[src/rtl/timer_arbiter_if.sv]
// Request/grant bundle between the requesters and the shared countdown timer.
// The abort line exists only when TIMER_ARB_ABORT_EN is defined.
interface timer_arbiter_if #(
  parameter int N_REQ = 4,
  parameter int DW    = 5
);
  logic [N_REQ-1:0]    req;
  logic [N_REQ*DW-1:0] delay;
  logic [N_REQ-1:0]    gnt;
  logic [N_REQ-1:0]    done;
  logic                busy;
`ifdef TIMER_ARB_ABORT_EN
  logic                abort;

  modport master (output req, delay, abort, input gnt, done, busy);
  modport slave  (input req, delay, abort, output gnt, done, busy);
`else
  modport master (output req, delay, input gnt, done, busy);
  modport slave  (input req, delay, output gnt, done, busy);
`endif
endinterface

[src/rtl/timer_arbiter.sv]
// Round-robin scheduler for one shared DW-bit countdown timer.
// A requester is granted, its delay is loaded and counted down, and a single
// done pulse is returned to that requester when the count expires.
// Optional macro TIMER_ARB_ABORT_EN adds an abort input that cancels a count.
module timer_arbiter #(
  parameter int N_REQ = 4,
  parameter int DW    = 5
) (
  input  logic          clk,
  input  logic          rst,
  timer_arbiter_if.slave bus
);

  localparam int PW = (N_REQ > 1) ? $clog2(N_REQ) : 1;

  localparam logic [0:0] IDLE  = 1'b0;
  localparam logic [0:0] COUNT = 1'b1;

  logic [0:0]       state_q, state_d;
  logic [DW-1:0]    rem_q,   rem_d;
  logic [PW-1:0]    owner_q, owner_d;
  logic [PW-1:0]    ptr_q,   ptr_d;
  logic [N_REQ-1:0] gnt_q,   gnt_d;
  logic [N_REQ-1:0] done_q,  done_d;
  logic             busy_q,  busy_d;

  logic             win_vld;
  logic [PW-1:0]    win_idx;
  logic [PW:0]      cand;
  logic [DW-1:0]    win_dly;
  logic [DW-1:0]    eff_dly;
  logic [PW-1:0]    ptr_next;

  // Round-robin search: first set req bit at or after ptr wins.
  always_comb begin
    win_vld = 1'b0;
    win_idx = '0;
    cand    = '0;
    for (int k = 0; k < N_REQ; k++) begin
      cand = {1'b0, ptr_q} + (PW+1)'(k);
      if (cand >= (PW+1)'(N_REQ)) begin
        cand = cand - (PW+1)'(N_REQ);
      end
      if (!win_vld && bus.req[cand[PW-1:0]]) begin
        win_vld = 1'b1;
        win_idx = cand[PW-1:0];
      end
    end
  end

  // Select the winner's delay; zero is promoted to one so the timer never wraps.
  always_comb begin
    win_dly = '0;
    for (int i = 0; i < N_REQ; i++) begin
      if (win_idx == PW'(i)) begin
        win_dly = bus.delay[i*DW +: DW];
      end
    end
    eff_dly  = (win_dly == '0) ? DW'(1) : win_dly;
    ptr_next = (win_idx == PW'(N_REQ-1)) ? '0 : win_idx + PW'(1);
  end

  // Next-state logic for the IDLE/COUNT controller and its registered outputs.
  always_comb begin
    state_d = state_q;
    rem_d   = rem_q;
    owner_d = owner_q;
    ptr_d   = ptr_q;
    gnt_d   = '0;
    done_d  = '0;
    case (state_q)
      IDLE: begin
        if (win_vld) begin
          state_d          = COUNT;
          gnt_d[win_idx]   = 1'b1;
          rem_d            = eff_dly;
          owner_d          = win_idx;
          ptr_d            = ptr_next;
        end
      end
      default: begin
`ifdef TIMER_ARB_ABORT_EN
        if (bus.abort) begin
          // Abort beats expiry: the count is dropped without a done pulse.
          state_d = IDLE;
          rem_d   = '0;
        end else
`endif
        if (rem_q > DW'(1)) begin
          rem_d = rem_q - DW'(1);
        end else begin
          done_d[owner_q] = 1'b1;
          rem_d           = '0;
          state_d         = IDLE;
        end
      end
    endcase
    busy_d = (state_d == COUNT);
  end

  // State and output registers; reset abandons any count in progress.
  always_ff @(posedge clk or posedge rst) begin
    if (rst) begin
      state_q <= IDLE;
      rem_q   <= '0;
      owner_q <= '0;
      ptr_q   <= '0;
      gnt_q   <= '0;
      done_q  <= '0;
      busy_q  <= 1'b0;
    end else begin
      state_q <= state_d;
      rem_q   <= rem_d;
      owner_q <= owner_d;
      ptr_q   <= ptr_d;
      gnt_q   <= gnt_d;
      done_q  <= done_d;
      busy_q  <= busy_d;
    end
  end

  assign bus.gnt  = gnt_q;
  assign bus.done = done_q;
  assign bus.busy = busy_q;

endmodule

[src/flat_wrapper.sv]
// flat-port wrapper written by rule: the top's interface ports become plain ports
module timer_arbiter_flat 
#(
  parameter int N_REQ = 4,
  parameter int DW    = 5
)
  (clk, rst, bus_req, bus_delay, bus_gnt, bus_done, bus_busy);
  timer_arbiter_if #(.N_REQ(N_REQ), .DW(DW)) bus_i ();
  input  logic clk;
  input  logic rst;
  input wire logic [$bits(bus_i.req)-1:0] bus_req;
  input wire logic [$bits(bus_i.delay)-1:0] bus_delay;
  output wire logic [$bits(bus_i.gnt)-1:0] bus_gnt;
  output wire logic [$bits(bus_i.done)-1:0] bus_done;
  output wire logic [$bits(bus_i.busy)-1:0] bus_busy;
  assign bus_i.req = bus_req;
  assign bus_i.delay = bus_delay;
  assign bus_gnt = bus_i.gnt;
  assign bus_done = bus_i.done;
  assign bus_busy = bus_i.busy;
  timer_arbiter #(.N_REQ(N_REQ), .DW(DW)) u_core (.clk(clk), .rst(rst), .bus(bus_i));
endmodule
[config.mk]
export PLATFORM = sky130hd
export DESIGN_NAME = timer_arbiter_flat
export DESIGN_NICKNAME = d
export VERILOG_FILES = /design/src/rtl/timer_arbiter_if.sv /design/src/rtl/timer_arbiter.sv /design/src/flat_wrapper.sv
export SDC_FILE = /design/constraint.sdc
export NUM_CORES = 1
export LEC_CHECK = 0
export BUFFER_PORTS_ARGS = -buffer_cell sky130_fd_sc_hd__clkbuf_2
export CAP_MARGIN = 10
export CORE_ASPECT_RATIO = 1.4
export CORE_MARGIN = 2
export CORE_UTILIZATION = 45
export DETAILED_ROUTE_END_ITERATION = 16
export GPL_TIMING_DRIVEN = 0
export PLACE_DENSITY = 0.77
export SYNTH_ARGS = -nofsm -noshare
export SYNTH_HDL_FRONTEND = slang
export SYNTH_SLANG_ARGS = --single-unit
[constraint.sdc]
create_clock -name clk -period 2.2 [get_ports clk]
set_input_delay 0.33 -clock clk [delete_from_list [all_inputs] [get_ports clk]]
set_output_delay 0.33 -clock clk [all_outputs]
set_load 0.1 [all_outputs]
**Yosys cells after proc, flatten, opt, wreduce, memory -nomap -nowiden**

Cells that the tools add are included.

- Flip-flop bits (word level): 18
- Latch bits: 0
- RAM bits: 0
- Bits in read-only memories: 0
- Bits of input ports: 26
- Output and inout bits: 9
- Word-level logic and storage cells: 84
- Memories: 0

- $add $sub $neg: 9
- Multiply operators: 0
- Divide/modulo/power cells: 0
- $lt $le $gt $ge: 13
- Equality and inequality tests: 3
- Shift operators: 0
- Muxes and demuxes: 40
- Bitwise operators: 1
- Reductions and logical operators: 12

Operators by type and width:

| cell | number |
|---|---|
| $mux 5 | 8 |
| $lt 2x3->1 const B | 6 |
| $mux 2 | 9 |
| $mux 4 | 4 |
| $mux 1 | 13 |
| $ge 3x3->1 const B | 3 |
| $bmux 1 s2 | 4 |
| $sub 2x1->2 const B | 4 |
| $add 2x2->3 const B | 2 |
| $gt 5x1->1 const B | 1 |
| $logic_and 1x1->1 | 5 |
| $logic_not 5->1 | 1 |
| $sub 5x1->5 const B | 1 |
| $demux 1 s2 | 2 |
| $eq 2x2->1 const B | 2 |
| $ge 2x1->1 const B | 2 |
| $add 2x1->3 const B | 1 |
| $ge 2x3->1 const B | 1 |
| $logic_not 1->1 | 3 |
| $add 2x1->2 const B | 1 |
| $eq 2x1->1 const B | 1 |
| $logic_not 2->1 | 1 |
| $reduce_and 2->1 | 1 |
| $reduce_bool 2->1 | 1 |
| $not 1->1 | 1 |

**Logic depth before layout (Yosys ltp)**

- Depth in word-level cells: 23
- Mapped depth: 11
- Depth with buffers taken out: 11

**Worst setup path after synthesis**

Ideal clock, no wire load.

- Kind: in2reg
- Start point: input bus_req[1]
- End point: register u_core.rem_q[0]
- Setup time: 77 ps
- Arrival time: 2329 ps
- Data required time: 2123 ps
- Slack: -206 ps
- Stages: 8
- Buffers on the path: 0
- Cells stage by stage: or4_1 > nand2_1 > inv_1 > ha_1 > a221oi_2 > nor3_1 > or4_1 > a21oi_1

- Longest elaborated chain between the ends: 21
- Elaborated cells between the ends (all ways): 35
- Those cells by class: eq/ne (3); mux (23); reduce/logical (9)

Ends and longest elaborated chain:

| item | RTL line | source |
|---|---|---|
| start: declaration | flat_wrapper.sv:11 | `input wire logic [$bits(bus_i.req)-1:0] bus_req;` |
| $bmux 1 s2 | timer_arbiter.sv:44 | `if (!win_vld && bus.req[cand[PW-1:0]]) begin` |
| $mux 1 (not written as such) | timer_arbiter.sv:44 |  |
| $mux 1 | timer_arbiter.sv:44 |  |
| $logic_not 1->1 | timer_arbiter.sv:44 |  |
| $logic_and 1x1->1 | timer_arbiter.sv:44 |  |
| $mux 1 | timer_arbiter.sv:44 |  |
| $logic_not 1->1 | timer_arbiter.sv:44 |  |
| $logic_and 1x1->1 | timer_arbiter.sv:44 |  |
| [... 4 more ...] | -- |  |
| net u_core.win_idx[0] | timer_arbiter.sv:28 | `logic [PW-1:0] win_idx;` |
| $logic_not 2->1 | timer_arbiter.sv:55 | `if (win_idx == PW'(i)) begin` |
| $mux 5 (3 in a row) | timer_arbiter.sv:55 |  |
| $mux 5 * | timer_arbiter.sv:55 |  |
| $logic_not 5->1 | timer_arbiter.sv:59 | `eff_dly = (win_dly == '0) ? DW'(1) : win_dly;` |
| $mux 5 * | timer_arbiter.sv:59 |  |
| $mux 5 * | timer_arbiter.sv:73 | `if (win_vld) begin` |
| $mux 5 * | timer_arbiter.sv:71 | `case (state_q)` |
| end signal: assignment | timer_arbiter.sv:113 | `rem_q <= rem_d;` |
| end: declaration | timer_arbiter.sv:20 | `logic [DW-1:0] rem_q, rem_d;` |

The timed path passes the listed nets; every way through them passes the cells marked *. The select of a mux whose other input is x is not followed.
A chain may end at the register's enable or synchronous reset.

**Worst setup path in the final report**

- Start point: register u_core.ptr_q[1]
- End point: register u_core.rem_q[0]

- Longest elaborated chain between the ends: 23
- Elaborated cells between the ends (all ways): 50
- Those cells by class: add/sub (7); order compare (4); eq/ne (3); mux (27); reduce/logical (9)

Ends and longest elaborated chain:

| item | RTL line | source |
|---|---|---|
| start: declaration | timer_arbiter.sv:22 | `logic [PW-1:0] ptr_q, ptr_d;` |
| start signal: assignment | timer_arbiter.sv:115 | `ptr_q <= ptr_d;` |
| parallel branches: the longest is 23 deep, another holds $add 2x1->3 | -- |  |

Several ways; the timed one is not identified. The select of a mux whose other input is x is not followed.

==> metrics.md <==
| Metric | Value |
|---|---|
| Status | complete, but fails checks |
| Failing checks | setup timing |
| Most used cell, CP | a21oi_2 |
| Hold Fails Final Rpt | 0 |
| Area grow syn2layout | 43.6% |
| Multi-input logic area | 759 sq um |
| Worst clock skew | 0.00688 ns |
| Rel. slew slack | 50.9% |
| Final nets | 200 |
| Starting DRT DRC Count | 68 |
| # DRC | 0 |
| Number of clock sinks | 18 |
| Fin. max-slew vios | 0 |
| Vias | 1,145 |
| Die height | 62.3 um |
| HPWL after DPL | 1940 um |
| Number of buffers created by CTS | 3 |
| WP data required | 2.43 ns |
| Core area | 0.00234 sq mm |
| Worst Setup End Kind | flip-flop |
| Static leakage | 0.000724 uW |
| Core Rows | 21 |
| PwrDens | 1400 mW/mm^2 |
| CP Launch Type | flip-flop |
| Global route overflow | 0 |
| Synth Instances | 122 |
| Unrepaired setup endpoints after global routing | yes |
| Initial antenna violation count | 0 |
| Setup violations, final | 3 |
| Hold Crit Class | input pin to asynchronous set/reset pin |
| Worst-path fanout max | 5 |
| Filler cell count | 173 |
| Post-synth cell types | 37 |
| Htree depth | 1 |
| Area after DPL | 0.00135 sq mm |
| Worst VDD drop | 0.728 mV |
| CTS tree | done |
| Crit-path cells | a21oi_2, o21a_1, o22ai_4, buf_12, ha_4, buf_6, a21oi_2, o2bb2ai_2, o21ai_1, or4_4, a21oi_2 |
| Setup Crit Path Kind | flip-flop to flip-flop |
| Final Critical Period | 2.47 ns |
| Mapped Avg Cell Area | 8.94 sq um |
| Warnings from Yosys | 0 |
| Vias in the first global route | 1,067 |
| Pre-CTS WS | -0.344 ns |
| Clk_lat worst skew | 0.31 ns |
| Vias per inst | 6.03 |
| Placer Congestion | 0.803 |
| Antenna viol nets, final | 0 |
| Worst-Margin Slew | 0.730 ns |
| Synthesized Nets | 154 |
| Part of the Yosys area used for sequential elements | 41.3% |
| Register area | 452 sq um |
| GRT Total Usage | 21.4% |
| Fmax | 0.405 GHz |
| Max incr delay on CP | 0.54 ns |
| Slowest stage cell, crit path | or4_4 |
| Drt total wl | 3070 um |
| Largest net degree at the start of global routing | 19 |
| Max-cap violations | 0 |
| Ports | 35 |
| Root Driver | clkbuf_4 |
| First-pass GRT wire length | 4540 um |
| Die width | 45.6 um |
| Design Area, Final | 0.00157 sq mm |
| IO buf count | 34 |
| Drt pass-1 iters | 4 |
| Crit path DAT | 2.70 ns |
| Tot Pwr | 2190 uW |
| Initial Utilization | 46.7% |
| Worst hold slack | 0.0931 ns |
| Final WS setup | -0.270 ns |
| Post-Synthesis Cell Area | 0.00109 sq mm |
| ANT cells | 0 |
| Avg WL per Cell | 16.2 um |
| Synthesized flop and latch total | 18 |
| Final Cycle Share | 112% |
| Reg clk slew, reported paths | 0.11 ns |
| Layout cells sized above 1 | 44.9% |
| Die area | 0.00284 sq mm |
| Max clock buf depth | 2 |
path summary, 6_finish.rpt:
path | start | to | slack, ns | cells after the start
setup / recovery | u_core.ptr_q[1] | u_core.rem_q[0] | -0.27 | 11
hold / removal | rst | u_core.bus.gnt[3] | 0.09 | 2
setup reg to reg | u_core.ptr_q[1] | u_core.rem_q[0] | -0.27 | 11
hold reg to reg | u_core.owner_q[0] | u_core.bus.done[2] | 0.53 | 1
min in group clk | bus_delay[15] | u_core.rem_q[0] | 0.37 | 3
max in group asynchronous | rst | u_core.ptr_q[1] | 1.63 | 2
Yosys cell counts (all sizes together):
cell type,n,area (sq um)
o21bai,1,7.51
a221oi,4,41.3
a211oi,3,22.5
o41ai,1,8.76
o22ai,1,6.26
a22o,1,8.76
a21bo,1,10.0
nor4,1,6.26
o31a,1,8.76
o21a,1,7.51
o21ai,8,40.0
nor2b,2,15.0
inv,8,30.0
o31ai,1,7.51
nand3b,3,22.5
a21oi,10,50.1
o221ai,1,8.76
nand2b,4,25.0
nor2,12,45.0
nor3,6,30.0
or4,2,15.0
and2,4,26.3
and4,1,8.76
o32ai,2,17.5
clkbuf,2,7.51
o2bb2ai,1,8.76
a21boi,1,7.51
mux2i,1,10.0
nand4,1,6.26
ha,6,75.1
nand2,11,41.3
dfrtp,18,450
nor3b,2,15.0
flip-flops by register name, indices dropped and copies added, names as in the netlist:
name / count
u_core.owner_q: 2
u_core.ptr_q: 2
u_core.rem_q: 5
u_core.state_q: 1
u_core.bus.done: 4
u_core.bus.gnt: 4
per-stage QoR:
step / std cells / setup TNS (ns) / utilization (%)
after floorplan: 122 / -0.0255 / -
after global placement: 179 / -0.554 / 57.8
after detailed placement: 179 / -0.674 / 57.8
after CTS: 187 / -0.327 / 60.7
after global routing: 190 / -0.821 / 67.0
final: 190 / -0.383 / 67.0
worst max-delay path, delay by kind of cell (launching register included):
family          cells  cell delay [ns]
fa+ha+maj           1             0.18
compound gates      7             0.94
simple gates        1             0.54
buf+inv             2             0.26
flops               1             0.47
routing by layer:
| metal | up-vias | global-route usage (%) | share of wire [%] |
|---|---|---|---|
| met4 | 0 | 11.4 | 2.5 |
| met1 | 538 | 23.8 | 37 |
| met3 | 7 | 3.20 | 5.9 |
| li1 | 543 | - | - |
| met2 | 57 | 36.8 | 54 |
| met5 | - | 0 | 0 |
layout make-up:
type	count	area share, %
inverters	8	2.08
well taps	23	1.84
repair buffers	41	15.7
clock buffers	4	2.32
plain buffers	2	0.719
flip-flops and latches	18	28.8
multi-input cells	94	48.5
power breakdown:
part | internal (uW) | switching [uW]
clock | 101 | 112
combinational | 593 | 821
sequential | 442 | 120
what timing repair did:
action | in CTS | in global routing
pin swaps | 1 | 16
resized for setup | 2 | 27
hold buffers | 0 | 0
setup endpoints to repair | 4 | 5
setup buffers | 4 | 3
cells in the final DEF, fill, tap and decap left out, types with 3 or more instances in the layout:
cell / synthesis / final
clkbuf_2: 0 / 34
dfrtp_1: 18 / 17
nor2_1: 12 / 11
nand2_1: 11 / 9
inv_1: 8 / 7
a21oi_2: 0 / 5
buf_4: 0 / 4
a21oi_1: 10 / 4
o21ai_1: 3 / 4
o21ai_0: 5 / 4
nand3b_1: 3 / 3
a211oi_1: 3 / 3
nor3_1: 6 / 3
and2_1: 3 / 3
nand2b_1: 4 / 3
a221oi_2: 1 / 3
ha_4: 0 / 3
clkbuf_4: 0 / 3
buf_6: 0 / 3
cells by family (layout without fill, tap and decap cells):
kind of cell	Yosys count	count (layout)	share of synthesized area, %
flip-flops	18	18	41.3
buffers and inverters	10	55	3.44
AO/OA/AOI/OAI	38	38	24.0
AND/OR/NAND/NOR	49	49	23.5
multiplexers	1	1	0.917
adder cells (fa/ha/maj)	6	6	6.88
Note: power is estimated with default switching activity, not from simulation.
